### src/rtl/pong_score_tx_if.sv
// Game-side bundle for the pong score transmitter: packet request, snapshot
// inputs and the serial line/status returned to the game logic.
interface pong_score_tx_if;
  logic       send;
  logic [3:0] score_left;
  logic [3:0] score_right;
  logic [3:0] event_code;
  logic       tx;
  logic       busy;
  logic       done;

  modport master (
    output send, score_left, score_right, event_code,
    input  tx, busy, done
  );

  modport slave (
    input  send, score_left, score_right, event_code,
    output tx, busy, done
  );
endinterface

### src/rtl/pong_score_tx.sv
// Serialises a 4-byte pong state packet (header, scores, event, XOR checksum)
// as back-to-back 8N1 UART frames, with one queued request held in a shadow.
module pong_score_tx #(
  parameter int          CLKS_PER_BIT = 217,
  parameter logic [7:0]  HEADER       = 8'hA5
) (
  input logic           clk,
  input logic           reset,
  pong_score_tx_if.slave bus
);
  localparam int CW = (CLKS_PER_BIT > 1) ? $clog2(CLKS_PER_BIT) : 1;

  typedef enum logic [1:0] {
    IDLE  = 2'd0,
    START = 2'd1,
    DATA  = 2'd2,
    STOP  = 2'd3
  } state_t;

  state_t        state_r, state_s;
  logic [CW-1:0] baud_r, baud_s;
  logic [2:0]    bit_r, bit_s;
  logic [1:0]    byte_r, byte_s;
  logic [11:0]   pkt_r, pkt_s;
  logic [11:0]   shadow_r, shadow_s;
  logic          pending_r, pending_s;
  logic          tx_r, tx_s;
  logic          busy_r, busy_s;
  logic          done_r, done_s;
  logic          baud_end_s;
  logic [7:0]    byte_val_s;

  function automatic logic [7:0] checksum(input logic [7:0] b0, input logic [7:0] b1,
                                          input logic [7:0] b2);
    checksum = b0 ^ b1 ^ b2;
  endfunction

  // Payload holds only {score_left, score_right, event_code}; header and checksum derive from it.
  function automatic logic [7:0] packet_byte(input logic [11:0] pkt, input logic [1:0] idx);
    logic [7:0] b1;
    logic [7:0] b2;
    logic [7:0] res;
    b1 = pkt[11:4];
    b2 = {4'h0, pkt[3:0]};
    case (idx)
      2'd0:    res = HEADER;
      2'd1:    res = b1;
      2'd2:    res = b2;
      2'd3:    res = checksum(HEADER, b1, b2);
      default: res = HEADER;
    endcase
    packet_byte = res;
  endfunction

  // Next-state, counter, queue and output decode
  always_comb begin
    state_s    = state_r;
    baud_s     = baud_r;
    bit_s      = bit_r;
    byte_s     = byte_r;
    pkt_s      = pkt_r;
    shadow_s   = shadow_r;
    pending_s  = pending_r;
    done_s     = 1'b0;
    tx_s       = 1'b1;
    baud_end_s = (baud_r == CW'(CLKS_PER_BIT - 1));

    if ((state_r != IDLE) && bus.send) begin
      shadow_s  = {bus.score_left, bus.score_right, bus.event_code};
      pending_s = 1'b1;
    end else begin
      shadow_s = shadow_r;
    end

    case (state_r)
      IDLE: begin
        baud_s = '0;
        bit_s  = 3'd0;
        byte_s = 2'd0;
        // A live request beats the queued one and discards it.
        if (bus.send) begin
          pkt_s     = {bus.score_left, bus.score_right, bus.event_code};
          pending_s = 1'b0;
          state_s   = START;
        end else if (pending_r) begin
          pkt_s     = shadow_r;
          pending_s = 1'b0;
          state_s   = START;
        end else begin
          state_s = IDLE;
        end
      end
      START: begin
        if (baud_end_s) begin
          baud_s  = '0;
          bit_s   = 3'd0;
          state_s = DATA;
        end else begin
          baud_s = baud_r + CW'(1);
        end
      end
      DATA: begin
        if (baud_end_s) begin
          baud_s = '0;
          if (bit_r == 3'd7) begin
            state_s = STOP;
          end else begin
            bit_s = bit_r + 3'd1;
          end
        end else begin
          baud_s = baud_r + CW'(1);
        end
      end
      STOP: begin
        if (baud_end_s) begin
          baud_s = '0;
          if (byte_r == 2'd3) begin
            byte_s  = 2'd0;
            done_s  = 1'b1;
            state_s = IDLE;
          end else begin
            byte_s  = byte_r + 2'd1;
            state_s = START;
          end
        end else begin
          baud_s = baud_r + CW'(1);
        end
      end
      default: begin
        state_s = IDLE;
      end
    endcase

    // Line level is decoded from the next state so tx leaves a flop aligned with state_r.
    byte_val_s = packet_byte(pkt_s, byte_s);
    case (state_s)
      IDLE:    tx_s = 1'b1;
      START:   tx_s = 1'b0;
      DATA:    tx_s = byte_val_s[bit_s];
      STOP:    tx_s = 1'b1;
      default: tx_s = 1'b1;
    endcase
    busy_s = (state_s != IDLE);
  end

  // State, counters, payload and registered outputs
  always_ff @(posedge clk) begin
    if (reset) begin
      state_r   <= IDLE;
      baud_r    <= '0;
      bit_r     <= 3'd0;
      byte_r    <= 2'd0;
      pkt_r     <= 12'h000;
      shadow_r  <= 12'h000;
      pending_r <= 1'b0;
      tx_r      <= 1'b1;
      busy_r    <= 1'b0;
      done_r    <= 1'b0;
    end else begin
      state_r   <= state_s;
      baud_r    <= baud_s;
      bit_r     <= bit_s;
      byte_r    <= byte_s;
      pkt_r     <= pkt_s;
      shadow_r  <= shadow_s;
      pending_r <= pending_s;
      tx_r      <= tx_s;
      busy_r    <= busy_s;
      done_r    <= done_s;
    end
  end

  assign bus.tx   = tx_r;
  assign bus.busy = busy_r;
  assign bus.done = done_r;
endmodule

### src/flat_wrapper.sv
// flat-port wrapper written by rule: the top's interface ports become plain ports
module pong_score_tx_flat 
#(
  parameter int          CLKS_PER_BIT = 217,
  parameter logic [7:0]  HEADER       = 8'hA5
)
  (clk, reset, bus_send, bus_score_left, bus_score_right, bus_event_code, bus_tx, bus_busy, bus_done);
  pong_score_tx_if bus_i ();
  input logic clk;
  input logic reset;
  input wire logic [$bits(bus_i.send)-1:0] bus_send;
  input wire logic [$bits(bus_i.score_left)-1:0] bus_score_left;
  input wire logic [$bits(bus_i.score_right)-1:0] bus_score_right;
  input wire logic [$bits(bus_i.event_code)-1:0] bus_event_code;
  output wire logic [$bits(bus_i.tx)-1:0] bus_tx;
  output wire logic [$bits(bus_i.busy)-1:0] bus_busy;
  output wire logic [$bits(bus_i.done)-1:0] bus_done;
  assign bus_i.send = bus_send;
  assign bus_i.score_left = bus_score_left;
  assign bus_i.score_right = bus_score_right;
  assign bus_i.event_code = bus_event_code;
  assign bus_tx = bus_i.tx;
  assign bus_busy = bus_i.busy;
  assign bus_done = bus_i.done;
  pong_score_tx #(.CLKS_PER_BIT(CLKS_PER_BIT), .HEADER(HEADER)) u_core (.clk(clk), .reset(reset), .bus(bus_i));
endmodule
### config.mk
export PLATFORM = sky130hd
export DESIGN_NAME = pong_score_tx_flat
export DESIGN_NICKNAME = d
export VERILOG_FILES = /design/src/rtl/pong_score_tx_if.sv /design/src/rtl/pong_score_tx.sv /design/src/flat_wrapper.sv
export SDC_FILE = /design/constraint.sdc
export NUM_CORES = 1
export LEC_CHECK = 0
export BUFFER_PORTS_ARGS = -buffer_cell sky130_fd_sc_hd__buf_4
export CORE_MARGIN = 5
export CORE_UTILIZATION = 40
export CTS_CLUSTER_SIZE = 24
export DETAILED_ROUTE_END_ITERATION = 10
export SLEW_MARGIN = 10
export SYNTH_ARGS = -nofsm -noshare
export SYNTH_HDL_FRONTEND = slang
export SYNTH_SLANG_ARGS = --single-unit
### constraint.sdc
create_clock -name clk -period 4.97 [get_ports clk]
set_input_delay 0 -clock clk [delete_from_list [all_inputs] [get_ports clk]]
set_output_delay 0 -clock clk [all_outputs]
set_load 0.05 [all_outputs]
### Word-level counts from Yosys, hierarchy flattened

Index checks and enable logic that the tools add are counted.
W data, S select, Z words.

* bits in registers: 43
* bits of input ports: 15
* output and inout port bits: 3
* word-level logic and storage cells: 68

* add/sub/neg operators: 3
* $lt $le $gt $ge: 1
* equality and inequality tests: 12
* mux-type cells: 29
* bitwise operators: 4
* reductions and logical operators: 9

Operators with widths (count)
* $mux W12: 3
* $pmux W8 S4: 1
* $pmux W8 S2: 1
* $eq A2 B2 Y1 const B: 7
* $mux W2: 7
* $mux W3: 3
* $pmux W3 S3: 1
* $add A8 B1 Y8 const B: 1
* $eq A8 B8 Y1 const B: 1
* $mux W1: 8
* $mux W8: 1
* $pmux W2 S4: 1
* $xor A8 B4 Y8: 1
* $eq A2 B1 Y1 const B: 3
* $logic_not A2 Y1: 3
* $reduce_or A3 Y1: 2
* $lt A3 B4 Y1 const B: 1
* $not A4 Y4: 1
* $pmux W2 S2: 1
* $reduce_bool A2 Y1: 2
* $add A3 B1 Y3 const B: 1
* $bmux W1 S3: 1
* $eq A3 B3 Y1 const B: 1
* $pmux W1 S3: 1
* other kinds (4): 5

### Depth between registers and ports, before layout

* depth after elaboration: 9
* mapped depth: 13
* gate-level depth less buffers: 13

### Least setup slack after synthesis

Ideal clock, no wire load.

* path kind: flip-flop to flip-flop
* start: reg u_core.baud_r[0]
* end: reg u_core.tx_r (netlist: u_core.bus.tx)
* library setup time: 0.131 ns
* arrival: 2.362 ns
* data required time: 4.839 ns
* path slack: 2.476 ns
* stages on the path, launching flop included: 11
* path buffers: 0
* period minus slack after synthesis: 2.494 ns
* path through: dfxtp_1 > inv_1 > ha_1 > nand3b_1 > o31ai_1 > nand3_1 > a32oi_4 > mux2_2 > or4_1 > a21boi_1 > o211ai_1

* cells in the longest elaborated chain, start to end: 8
* elaborated cells on any way between the ends: 23
* those cells by class: eq/ne (7); mux (13); reduce/logical (3)

RTL lines
* start, declared: line pong_score_tx.sv:21 `logic [CW-1:0] baud_r, baud_s;`
* start signal, assigned: line pong_score_tx.sv:161 `baud_r <= baud_s;`
* $eq A8 B8 Y1 *: line pong_score_tx.sv:66 `baud_end_s = (baud_r == CW'(CLKS_PER_BIT - 1));`
* $mux W2: line pong_score_tx.sv:115 `if (baud_end_s) begin`
* $pmux W2 S2: line pong_score_tx.sv:75 `case (state_r)`
* $eq A2 B2 Y1, or another cell as far along: line pong_score_tx.sv:45 `case (idx)`
* $pmux W8 S4: line pong_score_tx.sv:45
* $bmux W1 S3: line pong_score_tx.sv:139 `DATA: tx_s = byte_val_s[bit_s];`
* $mux W1 (implied by the code): line pong_score_tx.sv:139
* $pmux W1 S3 *: line pong_score_tx.sv:136 `case (state_s)`
* end signal, assigned: line pong_score_tx.sv:167 `tx_r <= tx_s;`
* end, declared: line pong_score_tx.sv:27 `logic tx_r, tx_s;`

Mark *: on every way between the ends. The rest lies on a longest branch, timed or not. The select of a mux whose other input is x is not followed.
A chain may end at the register's enable or synchronous reset.

### Worst setup path in the final report

Same ends and word-level chain as after synthesis.

==> flow_summary.json <==
{
  "finalClockSkew_ps": 14.5,
  "wl_um": 4360,
  "vias": 1830,
  "globalplace.congestion": 0.854,
  "reg2reg_depth": 10,
  "worst-r2r-setup-slack_ps": 2270,
  "regArea_um2": 861,
  "grt_pass1_wl_um": 7810,
  "h-tree-depth": 2,
  "async_reset_ff_share_pct": 0,
  "postLayoutCellArea_um2": 2600,
  "nets": 319,
  "syn-instance-count": 264,
  "crit_arrival_ps": 2880,
  "placementRows": 27,
  "final_cells": 364,
  "synth_cell_types": 42,
  "fin_ws_ps": 2270,
  "area_delta_synth_final_pct": 17.8,
  "grt_start_max_net_pins": 37,
  "syn-num-nets": 292,
  "wl_per_cell_um": 12.0,
  "rsz0062_at_grt": "no",
  "crit_fanout": 9,
  "insertedDiodeCount": 0,
  "grt-ovfl-total": 0,
  "netlist.area_leader.share_pct": 39.1,
  "cts_buffers": 5,
  "cts_root_buf": "clkbuf_8",
  "yosysWarningCount": 0,
  "fin_tns_setup_ps": 0,
  "worstSetupPathType": "flop to flop",
  "hold_violations": 0,
  "place_area_um2": 2390,
  "slowest_stage": "or4_1",
  "fin_util_pct": 47.7,
  "wl_met1_um": 2140,
  "maxCapViolCount": 0,
  "final.min_clock_period_ps": 2700,
  "cts.sinks": 43,
  "whs_ps": 93.5,
  "grt.total_usage_pct": 13.3,
  "synth_edf_count": 0,
  "design.core.area_um2": 5440,
  "cts_tree": "done",
  "highest_layer": "met4",
  "critPathBufInv": 1,
  "power_density_nw_per_um2": 262,
  "finalCritPeriodShare_pct": 54.3,
  "synth-main-ff-cell": "dfxtp_1",
  "viasPerCell": 5.03,
  "synth.avg_cell_area_um2": 8.35,
  "crit-reg2reg-capture": "u_core.bus.tx$_SDFF_PP1_",
  "layout-drive-gt1-share_pct": 11.3,
  "grt_pass1_vias": 1696,
  "post-dp-hpwl_um": 3130,
  "syn-cell-area_um2": 2200,
  "p_total_mw": 0.681,
  "hold_path_depth": 2,
  "wl_met2_um": 2020,
  "worstHoldStart": "reset",
  "synth_area_leaders": "dfxtp_1, ha_1, nor2_1",
  "fmax_mhz": 371,
  "end_kind": "flop",
  "first_pass_iters": 4,
  "ys_ff_latch": 43,
  "clockBufferDepth": 2,
  "hp-class": "input port to flop",
  "p_leak_nw": 1.10,
  "slew_violations": 0,
  "critPathLaunchType": "flop",
  "die-area_um2": 7090,
  "initial_utilization_pct": 40.5,
  "crit_chain": "inv_1 -> ha_1 -> nand3b_1 -> o31ai_1 -> nand3_1 -> a32oi_4 -> mux2_2 -> or4_1 -> a21boi_1 -> o211ai_1",
  "multi_input_area_um2": 1260,
  "crit_required_ps": 5150,
  "post_cts_buffers": 0,
  "clkLatencyLatePin_ps": 300,
  "drt_iter0_markers": 71,
  "post-synth-top-area-cell": "dfxtp_1",
  "io_buffer_count": 17,
  "setup_violations": 0,
  "io_pins": 18,
  "clk_pin_slew_worst_paths_ps": 90,
  "path_delay_family": "compound AO/OA/AOI/OAI gates",
  "holdPathEnd": "u_core.pkt_r[7]$_SDFF_PP0_",
  "placed_cells": 344,
  "outcome": "completed",
  "cp_slowest_stage_delay_ps": 470,
  "die_x_um": 84.2,
  "nFillCells": 536,
  "route.met3.wl_um": 118,
  "drt_drc_violations_left": 0,
  "worstMarginPinSlew_ps": 827,
  "pre_cts_slack_ps": 2250,
  "die_h_um": 84.2,
  "r2r_start": "u_core.baud_r[0]$_SDFF_PP0_",
  "slew_headroom_pct": 44.6,
  "grt_antenna_before_repair": 0,
  "ant_nets": 0,
  "seq_area_frac_synth_pct": 39.1,
  "ir_drop_v": 0.000136
}
[cell usage in the layout (no fill, tap or decap), types with 5 or more instances in the layout]
cell type,n
dfxtp_1,43
buf_4,19
o22ai_1,5
ha_1,13
mux2i_1,14
clkbuf_8,5
nor2_1,41
xor2_1,5
a21oi_1,30
nand2_1,33
dlygate4sd3_1,12
o21ai_0,6
inv_1,9
nand3_1,7
[what timing repair did]
action | 4_1_cts | 5_1_grt
hold buffers | 12 | 0
endpoints found under the hold margin | 12 | 0
resized for setup | 0 | 0
endpoints found under the setup margin | 0 | 0
[flip-flops by register name (all words and copies together) (netlist names)]
register          count
u_core.shadow_r      12
u_core.bit_r          3
u_core.baud_r         8
u_core.pkt_r         12
u_core.pending_r      1
u_core.byte_r         2
u_core.bus.busy       1
u_core.bus.tx         1
u_core.state_r        2
u_core.bus.done       1
[report_power, final]
part           leakage (nW)  total [mW]  switching, mW  internal [mW]
sequential            0.350       0.365        0.00721          0.358
clock                0.0412       0.218          0.120         0.0983
combinational         0.711      0.0970         0.0548         0.0422
[routing by layer]
layer	global-route usage (%)	vias to the layer above
met5	0	-
met4	4.82	0
met3	2.75	6
met2	21.9	19
met1	17.3	847
li1	-	958
[how the worst max path moves through the flow]
stage                                           start                        to  slack (ps)  depth (start not counted)
after detailed placement  u_core.baud_r[0]$_SDFF_PP0_  u_core.bus.tx$_SDFF_PP1_        2250                         10
after global placement    u_core.baud_r[0]$_SDFF_PP0_  u_core.bus.tx$_SDFF_PP1_        2350                         10
after global routing      u_core.baud_r[0]$_SDFF_PP0_  u_core.bus.tx$_SDFF_PP1_        1880                         13
final                     u_core.baud_r[0]$_SDFF_PP0_  u_core.bus.tx$_SDFF_PP1_        2270                         10
after CTS                 u_core.baud_r[0]$_SDFF_PP0_  u_core.bus.tx$_SDFF_PP1_        2250                         10
after floorplan           u_core.baud_r[0]$_SDFF_PP0_  u_core.bus.tx$_SDFF_PP1_        2480                         10
[synth_stat cells, types with 2 or more instances]
cell,instances
and3b_1,3
inv_1,9
a21oi_1,30
nand2b_1,2
nor3b_1,3
nor2b_1,4
clkbuf_1,8
and3_1,2
mux2i_1,14
o21ai_0,7
nor2_1,41
and4b_1,2
xnor2_1,2
nand2_1,33
xor2_1,5
buf_2,3
nand3_1,7
ha_1,13
o22ai_1,5
mux2_2,3
nor3_1,4
dfxtp_1,43
o31ai_1,2
[kinds of logic after synthesis]
| family | share of synthesized area [%] |
|---|---|
| fa+ha+maj | 7.38 |
| buf+inv | 3.58 |
| compound gates | 15.4 |
| simple gates | 23.9 |
| flops | 39.1 |
| xor+xnor | 2.78 |
| mux | 7.89 |
[worst register-to-register path: cells and delay by family (launching register included)]
kind / cells / cell delay [ps]
AO/OA/AOI/OAI: 4 / 850
AND/OR/NAND/NOR: 3 / 780
multiplexers: 1 / 390
flip-flops: 1 / 360
adder cells (fa/ha/maj): 1 / 150
buffers and inverters: 1 / 70
[layout make-up]
class	count	area share, %
clock buffer	6	2.80
clock inverter	2	0.482
inverter	9	1.30
multi-input combinational	201	48.7
sequential	43	33.2
tap	72	3.47
timing repair buffer	31	10.1
(Power assumes the default switching activity.)
